<file path="config.mk">
export PLATFORM = sky130hd
export DESIGN_NAME = gate_test_sequencer
export DESIGN_NICKNAME = d
export VERILOG_FILES = /design/src/rtl/gate_test_sequencer.sv
export SDC_FILE = /design/constraint.sdc
export NUM_CORES = 1
export LEC_CHECK = 0
export ABC_AREA = 1
export CORE_MARGIN = 2
export CORE_UTILIZATION = 55
export CTS_CLUSTER_SIZE = 40
export DETAILED_ROUTE_END_ITERATION = 7
export GPL_TIMING_DRIVEN = 0
export PLACE_DENSITY = 0.73
export REMOVE_ABC_BUFFERS = 1
export SETUP_SLACK_MARGIN = 0.4
export SLEW_MARGIN = 10
export SYNTH_ARGS = -nofsm -noshare
export SYNTH_HDL_FRONTEND = slang
export SYNTH_SLANG_ARGS = --single-unit
</file>
<file path="constraint.sdc">
create_clock -name clk -period 3.3 [get_ports clk]
set_input_delay 0.66 -clock clk [delete_from_list [all_inputs] [get_ports clk]]
set_output_delay 0.66 -clock clk [all_outputs]
set_load 0.05 [all_outputs]
</file>
<file path="src/rtl/gate_test_sequencer.sv">
// ============================================================================
//  Module   : gate_test_sequencer
//  Purpose  : Sweeps a single-output gate through every input vector, checks
//             each result against EXPECTED and reports per-vector failures.
//             Optional: GATE_SEQ_AUTO_REPEAT_EN restarts the sweep after DONE.
//  Revision : 1.0  initial release
// ============================================================================
`default_nettype none

module gate_test_sequencer #(
    parameter int                        N_INPUTS      = 1,
    parameter logic [(1<<N_INPUTS)-1:0]  EXPECTED      = 2'b01,
    parameter int                        SETTLE_CYCLES = 2,
    parameter int                        DWELL_CYCLES  = 25_000_000
) (
    input  logic                      clk,
    input  logic                      rst,
    input  logic                      start,
    input  logic                      dut_out,
    output logic [N_INPUTS-1:0]       dut_in,
    output logic                      busy,
    output logic                      done,
    output logic                      pass,
    output logic [(1<<N_INPUTS)-1:0]  fail_mask
);

    localparam int c_CNT_MAX = (DWELL_CYCLES > SETTLE_CYCLES) ? DWELL_CYCLES : SETTLE_CYCLES;
    localparam int c_CNT_W   = $clog2(c_CNT_MAX + 1);

    localparam logic [c_CNT_W-1:0]  c_SETTLE_LAST = c_CNT_W'(SETTLE_CYCLES - 1);
    localparam logic [c_CNT_W-1:0]  c_DWELL_LAST  = c_CNT_W'(DWELL_CYCLES - 1);
    localparam logic [N_INPUTS-1:0] c_IDX_LAST    = '1;

    typedef enum logic [2:0] {
        ST_IDLE   = 3'd0,
        ST_SETTLE = 3'd1,
        ST_SAMPLE = 3'd2,
        ST_DWELL  = 3'd3,
        ST_DONE   = 3'd4
    } state_t;

    state_t                     r_state;
    logic                       r_start_q;
    logic [c_CNT_W-1:0]         r_cnt;
    logic [N_INPUTS-1:0]        r_idx;
    logic                       r_busy;
    logic                       r_done;
    logic                       r_pass;
    logic [(1<<N_INPUTS)-1:0]   r_fail_mask;
    logic                       w_start_edge;

    assign w_start_edge = start & ~r_start_q;

    always_ff @(posedge clk or posedge rst) begin
        if (rst) begin
            r_state     <= ST_IDLE;
            r_start_q   <= 1'b0;
            r_cnt       <= '0;
            r_idx       <= '0;
            r_busy      <= 1'b0;
            r_done      <= 1'b0;
            r_pass      <= 1'b0;
            r_fail_mask <= '0;
        end else begin
            r_start_q <= start;
            case (r_state)
                ST_IDLE: begin
                    if (w_start_edge) begin
                        r_state     <= ST_SETTLE;
                        r_idx       <= '0;
                        r_cnt       <= '0;
                        r_fail_mask <= '0;
                        r_done      <= 1'b0;
                        r_pass      <= 1'b0;
                        r_busy      <= 1'b1;
                    end
                end
                ST_SETTLE: begin
                    if (r_cnt == c_SETTLE_LAST) begin
                        r_cnt   <= '0;
                        r_state <= ST_SAMPLE;
                    end else begin
                        r_cnt <= r_cnt + 1'b1;
                    end
                end
                ST_SAMPLE: begin
                    r_fail_mask[r_idx] <= (dut_out != EXPECTED[r_idx]);
                    r_state            <= ST_DWELL;
                end
                ST_DWELL: begin
                    if (r_cnt == c_DWELL_LAST) begin
                        r_cnt <= '0;
                        if (r_idx == c_IDX_LAST) begin
                            // The last vector's sample already landed in r_fail_mask
                            r_state <= ST_DONE;
                            r_busy  <= 1'b0;
                            r_done  <= 1'b1;
                            r_pass  <= (r_fail_mask == '0);
                        end else begin
                            r_idx   <= r_idx + 1'b1;
                            r_state <= ST_SETTLE;
                        end
                    end else begin
                        r_cnt <= r_cnt + 1'b1;
                    end
                end
                ST_DONE: begin
`ifdef GATE_SEQ_AUTO_REPEAT_EN
                    // pass is kept so it stays readable until the next sweep ends
                    r_state     <= ST_SETTLE;
                    r_idx       <= '0;
                    r_cnt       <= '0;
                    r_fail_mask <= '0;
                    r_done      <= 1'b0;
                    r_busy      <= 1'b1;
`else
                    if (w_start_edge) begin
                        r_state     <= ST_SETTLE;
                        r_idx       <= '0;
                        r_cnt       <= '0;
                        r_fail_mask <= '0;
                        r_done      <= 1'b0;
                        r_pass      <= 1'b0;
                        r_busy      <= 1'b1;
                    end
`endif
                end
                default: begin
                    r_state <= ST_IDLE;
                end
            endcase
        end
    end

    assign dut_in    = r_idx;
    assign busy      = r_busy;
    assign done      = r_done;
    assign pass      = r_pass;
    assign fail_mask = r_fail_mask;

endmodule

`default_nettype wire

</file>
==> results of run 1 <==
==> flip-flops by register name, indices dropped and copies added, names as in the netlist <==
signal     flops
busy           1
r_state        3
r_start_q      1
done           1
fail_mask      2
pass           1
dut_in         1
r_cnt         25
==> cell families after synthesis <==
| group | synth area share [%] |
|---|---|
| adder cells (fa/ha/maj) | 1.11 |
| AND/OR/NAND/NOR | 41.6 |
| buffers and inverters | 10.5 |
| XOR/XNOR | 4.27 |
| flip-flops | 38.8 |
| AO/OA/AOI/OAI | 3.66 |
==> through the flow <==
stage | utilization, % | total power [mW] | instance area (um^2)
after detailed placement | 60.1 | 0.452 | 2380
after CTS | 62.3 | 0.770 | 2470
after global placement | 60.1 | 0.452 | 2380
final | 62.3 | 0.757 | 2470
after global routing | 62.3 | 0.792 | 2470
after floorplan | - | 0.445 | 2230
==> layout make-up <==
type                    instances  area share [%]
clock buffers                   6            3.34
clock inverters                 1           0.202
inverters                      56            8.65
multi-input cells             211            46.2
flip-flops and latches         35            35.4
well taps                      50            2.53
repair buffers                  9            3.64
==> cells in the mapped netlist (2+ instances only) <==
| master | n |
|---|---|
| inv_1 | 45 |
| a21oi_1 | 2 |
| ha_1 | 2 |
| nor2_2 | 7 |
| nand2_1 | 58 |
| nand3_1 | 18 |
| or2_2 | 2 |
| nor3_1 | 7 |
| nand3_2 | 9 |
| o21ai_1 | 3 |
| nand4_2 | 2 |
| dfrtp_1 | 35 |
| nor2_4 | 3 |
| nand2_2 | 7 |
| inv_2 | 9 |
| buf_6 | 2 |
| xor2_1 | 8 |
| xnor2_1 | 3 |
| nor2_1 | 58 |
| o21ai_0 | 7 |
| nand2_4 | 3 |
| nand4_1 | 6 |
==> power groups by stage <==
stage	logic, mW	clock network (mW)	registers [mW]
finish	0.0136	0.314	0.430
global route	0.0162	0.347	0.429
CTS	0.0145	0.326	0.429
detailed placement	0.0144	0	0.438
global placement	0.0141	0	0.438
floorplan	0.00756	0	0.438
==> how the worst max path moves through the flow <==
stage,from,endpoint,slack [ps],cells past startpoint
floorplan,start,r_cnt[14],1640,9
global placement,start,r_cnt[19],900,8
detailed placement,start,r_cnt[22],910,8
CTS,dut_in,dut_in,1110,1
global route,dut_in,dut_in,1060,1
finish,dut_in,dut_in,1120,1
==> metal layers <==
layer | global-route usage [%] | part of all wire [%] | routed length (um) | vias to the layer above
met5 | 0 | 0 | 0 | -
met4 | 9.50 | 2.4 | 107 | 0
met3 | 4.77 | 4.1 | 186 | 10
met2 | 34.3 | 45 | 2040 | 35
met1 | 30.3 | 48 | 2180 | 821
li1 | - | - | - | 963
==> metrics.md, run 1 <==
| Metric | Value |
|---|---|
| Max-Cap Viols | `0` |
| Drt drc | `0` |
| Resized cells post-CTS | `0` |
| Post-synth EDFFs | `0` |
| Hpwl dp | `3.36 mm` |
| Max-slew violations | `0` |
| Clock share of power | `41.4%` |
| Biggest area consumer among synthesized cells | `dfrtp_1` |
| Worst-Margin Slew | `around 730 ps` |
| R2r endpoint | `r_cnt[15]` |
| Multi-input gate area | `~0.0011 mm^2` |
| Final antenna-violating net count | `0` |
| Clk slew on worst S/H paths | `around 70 ps` |
| Final Skew | `6.71 ps` |
| Area fraction of the dominant cell type after synthesis | `38.8%` |
| Clk_lat worst skew | `~290 ps` |
| Post-CTS Hold Buffers | `0` |
| Fraction of layout instances using a drive strength above 1 | `between 10% and 20%` |
| Final WS setup | `approximately 1100 ps` |
| Hold Path End | `busy` |
| Clock sinks | `35` |
| Fill cells | `about 360` |
| Yosys warning count | `0` |
| Vias in the first global route | `about 1.7k` |
| P_leak | `~1.3 nW` |
| Post-Syn Area per Cell | `between 7 and 8 um^2` |
| Port-buffer cells | `9` |
| Initial antenna violation count | `0` |
| Synth Cell Area | `around 0.0023 mm^2` |
| Internal power | `0.597 mW` |
| H-tree lvl count | `2` |
| Die area | `between 0.004 and 0.005 mm^2` |
| Hold WS | `484 ps` |
| Post-Synthesis Cells | `304` |
| Die Wd | `68.0 um` |
| Final Hold Fails | `0` |
| Dpl ws | `approximately 900 ps` |
| Setup CP Type | `reg -> out` |
| Net Sw Frac | `between 20% and 30%` |
| CP Data Required Time | `between 2000 and 3000 ps` |
| Max VDD drop | `roughly 220 uV` |
| Longest Clk Path Bufs | `2` |
| NetSw | `between 0.15 and 0.2 mW` |
| Worst Setup Start Kind | `flip-flop` |
| Pwr dens | `306 mW/mm^2` |
| # Post-CTS Setup Buffers | `0` |
| Routed WL per cell | `~12 um` |
| Synth top area cells | `dfrtp_1 39%, nand2_1 9.7%, nor2_1 9.7%` |
| Seq/Total Area, Yosys | `about two fifths` |
| HP Start | `busy` |
| CTS tree | `built` |
| Drt initial violations | `102` |
| Number of cells on the worst hold path | `2` |
| Status | `complete, no violations` |
| WL final | `4.51 mm` |
| Worst Path Max Fanout | `5` |
| Arrival time worst endpoint | `approximately 1500 ps` |
| HP Class | `reg -> reg` |
| Nets | `324` |
| CP max-delay cell | `clkdlybuf4s50_1` |
| R2r startpoint | `r_cnt[0]` |
| Core area | `approximately 0.0040 mm^2` |
| Seq cells post-synth | `35` |
| Largest net degree at the start of global routing | `36` |
| Critical path, cell by cell | `clkdlybuf4s50_1` |
| Layout Cells excl Fill | `368` |
| FF-to-FF path depth | `10` |
| Vias/cell | `4.97` |
| Worst path buffer plus inverter count | `1` |
| Gate power share | `1.8%` |
| Slew HR | `around 51%` |
| Diodes inserted | `0` |
| Height of the die | `just under 70 um` |
| Part of the power in registers | `about 57%` |
| Library cells used by synthesis | `30` |
| RSZ-0062 raised after global routing | `false` |
| CP peak stage delay | `about 800 ps` |
| FMAX | `around 0.46 GHz` |
| Setup TNS Final | `0 ps` |
| Row cnt | `23` |
| Final worst-path cycle share | `between 60% and 70%` |
| First-pass GRT wire length | `approximately 7.6 mm` |
| # IOs | `10` |
| Reg2reg setup slack | `around 1500 ps` |
| Final Setup Violations | `0` |
| Post-synth ARST share | `100%` |
| Overall fraction of global-route tracks in use | `between 20 and 25%` |
| Grt ovf | `0` |
| Top FF cell, synth | `dfrtp_1` |
| CTS root buf | `clkbuf_8` |
| Vias | `1829` |
| CTS Buf Count | `5` |
| Global placement routability congestion | `between 0.8 and 0.9` |
| Cell Count Post-Placement | `~360` |
| Starting Density | `roughly 57%` |
| Clock period minus worst slack | `roughly 2200 ps` |
| Commonest cells after routing, fill and taps aside | `58 x nor2_1, 58 x nand2_1, 44 x inv_1` |
| CP Capture Type | `primary output` |
| CP delay by family, top | `buffers and inverters` |
| Seq. cell area | `a little under 900 um^2` |
| Area grow syn2layout | `9.66%` |
| First drt pass iteration count | `4` |
No activity file was read; power rests on OpenSTA's default activity.
==> run 2, diff against run 1 <==
==> constraint.sdc (replaced) <==
create_clock -name clk -period 2.1 [get_ports clk]
set_input_delay 0.42 -clock clk [delete_from_list [all_inputs] [get_ports clk]]
set_output_delay 0.42 -clock clk [all_outputs]
set_load 0.05 [all_outputs]
==> run 2 against run 1 <==
  * Routed wire length increased by 8.6%
  * Clock-buffer cell count is the same
  * Global-route usage rose by 0.38 points
  * Final cell count rose by 3.3%
  * Hold slack worse by 180 ps
  * Total power increased by 58%
  * Flip-flop and latch count did not move
==> metrics.md, run 2 (same netlist as run 1, synthesis figures left out) <==
| Metric | Value |
|---|---|
| Status | `complete, no violations (unchanged)` |
| Clock sinks | `35 (unchanged)` |
| Grt peak-use layer | `met2 (unchanged)` |
| Gate power share | `1.9% (was 1.8%)` |
| Clock share of power | `41.7% (was 41.4%)` |
| CP max-delay cell | `dfrtp_1 (was clkdlybuf4s50_1)` |
| P_leak | `1.40 nW (was 1.31 nW)` |
| Vias in the first global route | `1711 (was 1667)` |
| Max VDD drop | `362 uV (was 221 uV)` |
| Commonest cells after routing, fill and taps aside | `57 x nand2_1, 54 x nor2_1, 42 x inv_1 (was 58 x nor2_1, 58 x nand2_1, 44 x inv_1)` |
| FMAX | `approximately 0.6 GHz` |
| Max-slew violations | `0 (unchanged)` |
| CP Data Required Time | `2290 ps (was 2640 ps)` |
| Max-Cap Viols | `0 (unchanged)` |
| Nets | `336 (was 324)` |
| Row cnt | `23 (unchanged)` |
| Final Hold Fails | `0 (unchanged)` |
| NetSw | `0.259 mW (was 0.160 mW)` |
| # IOs | `10 (unchanged)` |
| Fill cells | `339 (was 363)` |
| Internal power | `0.938 mW (was 0.597 mW)` |
| Vias/cell | `5.00 (was 4.97)` |
| Hpwl dp | `3.36 mm (unchanged)` |
| Part of the power in registers | `56.4% (was 56.8%)` |
| Arrival time worst endpoint | `1820 ps (was 1520 ps)` |
| Met3 GRT Util | `5.26% (was 4.77%)` |
| Overall fraction of global-route tracks in use | `22.7% (was 22.3%)` |
| CP peak stage delay | `430 ps (was 820 ps)` |
| Height of the die | `68.0 um (unchanged)` |
| Drt initial violations | `180 (was 102)` |
| Worst path buffer plus inverter count | `3 (was 1)` |
| Slew HR | `51.2% (about the same)` |
| RSZ-0062 raised after global routing | `false (unchanged)` |
| Routed WL per cell | `12.9 um (was 12.3 um)` |
| Setup TNS Final | `0 ps (unchanged)` |
| Global placement routability congestion | `0.863 (unchanged)` |
| CP most frequent cell | `nand3_1` |
| Drt drc | `0 (unchanged)` |
| Clk_lat worst skew | `290 ps (about the same)` |
| H-tree lvl count | `2 (unchanged)` |
| CP delay by family, top | `simple AND/OR/NAND/NOR gates (was buffers and inverters)` |
| Die area | `0.00463 mm^2 (unchanged)` |
| Largest net degree at the start of global routing | `36 (unchanged)` |
| Setup CP Type | `reg -> reg (was reg -> out)` |
| First-pass GRT wire length | `7.76 mm (was 7.64 mm)` |
| Final worst-path cycle share | `78.0%` |
| Fraction of layout instances using a drive strength above 1 | `24.2% (was 17.3%)` |
| Longest Clk Path Bufs | `2 (unchanged)` |
| Post-CTS Hold Buffers | `0 (unchanged)` |
| WL final | `4.90 mm (was 4.51 mm)` |
| CTS Buf Count | `5 (unchanged)` |
| Final antenna-violating net count | `0 (unchanged)` |
| Met1 Usage GRT | `30.1% (was 30.3%)` |
| Starting Density | `56.8% (unchanged)` |
| Clk slew on worst S/H paths | `70 ps (about the same)` |
| Met2 GRT Util | `35.6% (was 34.3%)` |
| Commonest non-fill, non-tap cell in the layout | `nand2_1` |
| First drt pass iteration count | `4 (unchanged)` |
| Final Skew | `7.93 ps (was 6.71 ps)` |
| Port-buffer cells | `9 (unchanged)` |
| Area grow syn2layout | `16.8% (was 9.66%)` |
| Die Wd | `68.0 um (unchanged)` |
| CTS tree | `built (unchanged)` |
| Critical path, cell by cell | `inv_1 > ha_2 > nand3_1 > nor2_1 > nand3_1 > nand2_2 > nand3_4 > buf_4 > nand3_2 > inv_2 (was clkdlybuf4s50_1)` |
| Initial antenna violation count | `0 (unchanged)` |
| Multi-input gate area | `0.00121 mm^2 (was 0.00114 mm^2)` |
| Clock period minus worst slack | `~1600 ps` |
| Diodes inserted | `0 (unchanged)` |
| Core area | `0.00397 mm^2 (unchanged)` |
| Grt ovf | `0 (unchanged)` |
| Worst Path Max Fanout | `5 (unchanged)` |
| Worst Setup Start Kind | `flip-flop (unchanged)` |
| CP Capture Type | `flip-flop (was primary output)` |
| Worst-Margin Slew | `731 ps (about the same)` |
| HP Class | `in -> reg (was reg -> reg)` |
| Seq. cell area | `878 um^2 (was 876 um^2)` |
| Vias | `1901 (was 1829)` |
| Net Sw Frac | `21.6% (was 21.2%)` |
| Max FFs per register | `25 (unchanged)` |
| Final Setup Violations | `0 (unchanged)` |
| Fin util | `66.3% (was 62.3%)` |
| Largest reg by FF count | `r_cnt (unchanged)` |
| CTS root buf | `clkbuf_8 (unchanged)` |
| Pwr dens | `455 mW/mm^2 (was 306 mW/mm^2)` |
## run 2: cell types whose count changed in the layout (fill, tap and decap cells not counted), moves of 4 or more
cell,delta
clkdlybuf4s50_1,-7
nor2_1,-4
buf_4,+10
dlygate4sd2_1,+5
## run 2: final cells by class
| cell class | count | share of cell area (%) |
|---|---|---|
| well taps | 50 | 2.38 |
| repair buffers | 20 | 6.56 |
| flip-flops and latches | 35 | 33.4 |
| multi-input cells | 212 | 46.1 |
| clock buffers | 6 | 3.14 |
| clock inverters | 1 | 0.190 |
| inverters | 56 | 8.27 |
## run 2: repair_timing
| item | 4_1_cts | 5_1_grt |
|---|---|---|
| pin swaps | 2 | 9 |
| buffers inserted | 6 | 5 |
| gates resized for setup | 9 | 20 |
| setup endpoints to repair | 22 | 26 |
| gates cloned | 0 | 1 |
## run 2: worst paths after layout
check | depth (start not counted) | start | slack (ps) | endpoint
worst min register to register | 2 | busy | 480 | busy
worst min-delay path | 1 | start | 300 | r_start_q
worst max-delay path | 10 | r_cnt[1] | 460 | r_cnt[14]
max in group asynchronous | 2 | rst | 1000 | r_cnt[14]
worst max register to register | 10 | r_cnt[1] | 460 | r_cnt[14]
min in group asynchronous | 2 | rst | 580 | done
## run 2: through the flow
step / setup slack (ps) / cells / area (um^2) / hold WS (ps) / power [mW]
after global routing: 392 / 380 / 2630 / 304 / 1.25
final: 462 / 380 / 2630 / 301 / 1.20
after detailed placement: -51.1 / 361 / 2380 / 466 / 0.711
after CTS: 427 / 374 / 2520 / 482 / 1.21
after floorplan: 580 / 302 / 2230 / 451 / 0.700
after global placement: -57.1 / 361 / 2380 / 459 / 0.710
## run 2: power by group through the flow
| stage | combinational [mW] | sequential [mW] | clock, mW |
|---|---|---|---|
| 2_1_floorplan | 0.0119 | 0.688 | 0 |
| 3_3_place_gp | 0.0221 | 0.688 | 0 |
| 3_5_place_dp | 0.0226 | 0.688 | 0 |
| 4_1_cts | 0.0238 | 0.675 | 0.512 |
| 5_1_grt | 0.0262 | 0.675 | 0.544 |
| 6_report | 0.0225 | 0.676 | 0.499 |
## run 2: metal layers
layer	part of all wire, %	vias to the layer above	wire length [um]
li1	-	982	-
met2	47	43	2310
met3	4.5	8	220
met1	47	868	2280
met5	0	-	0
met4	1.7	0	82
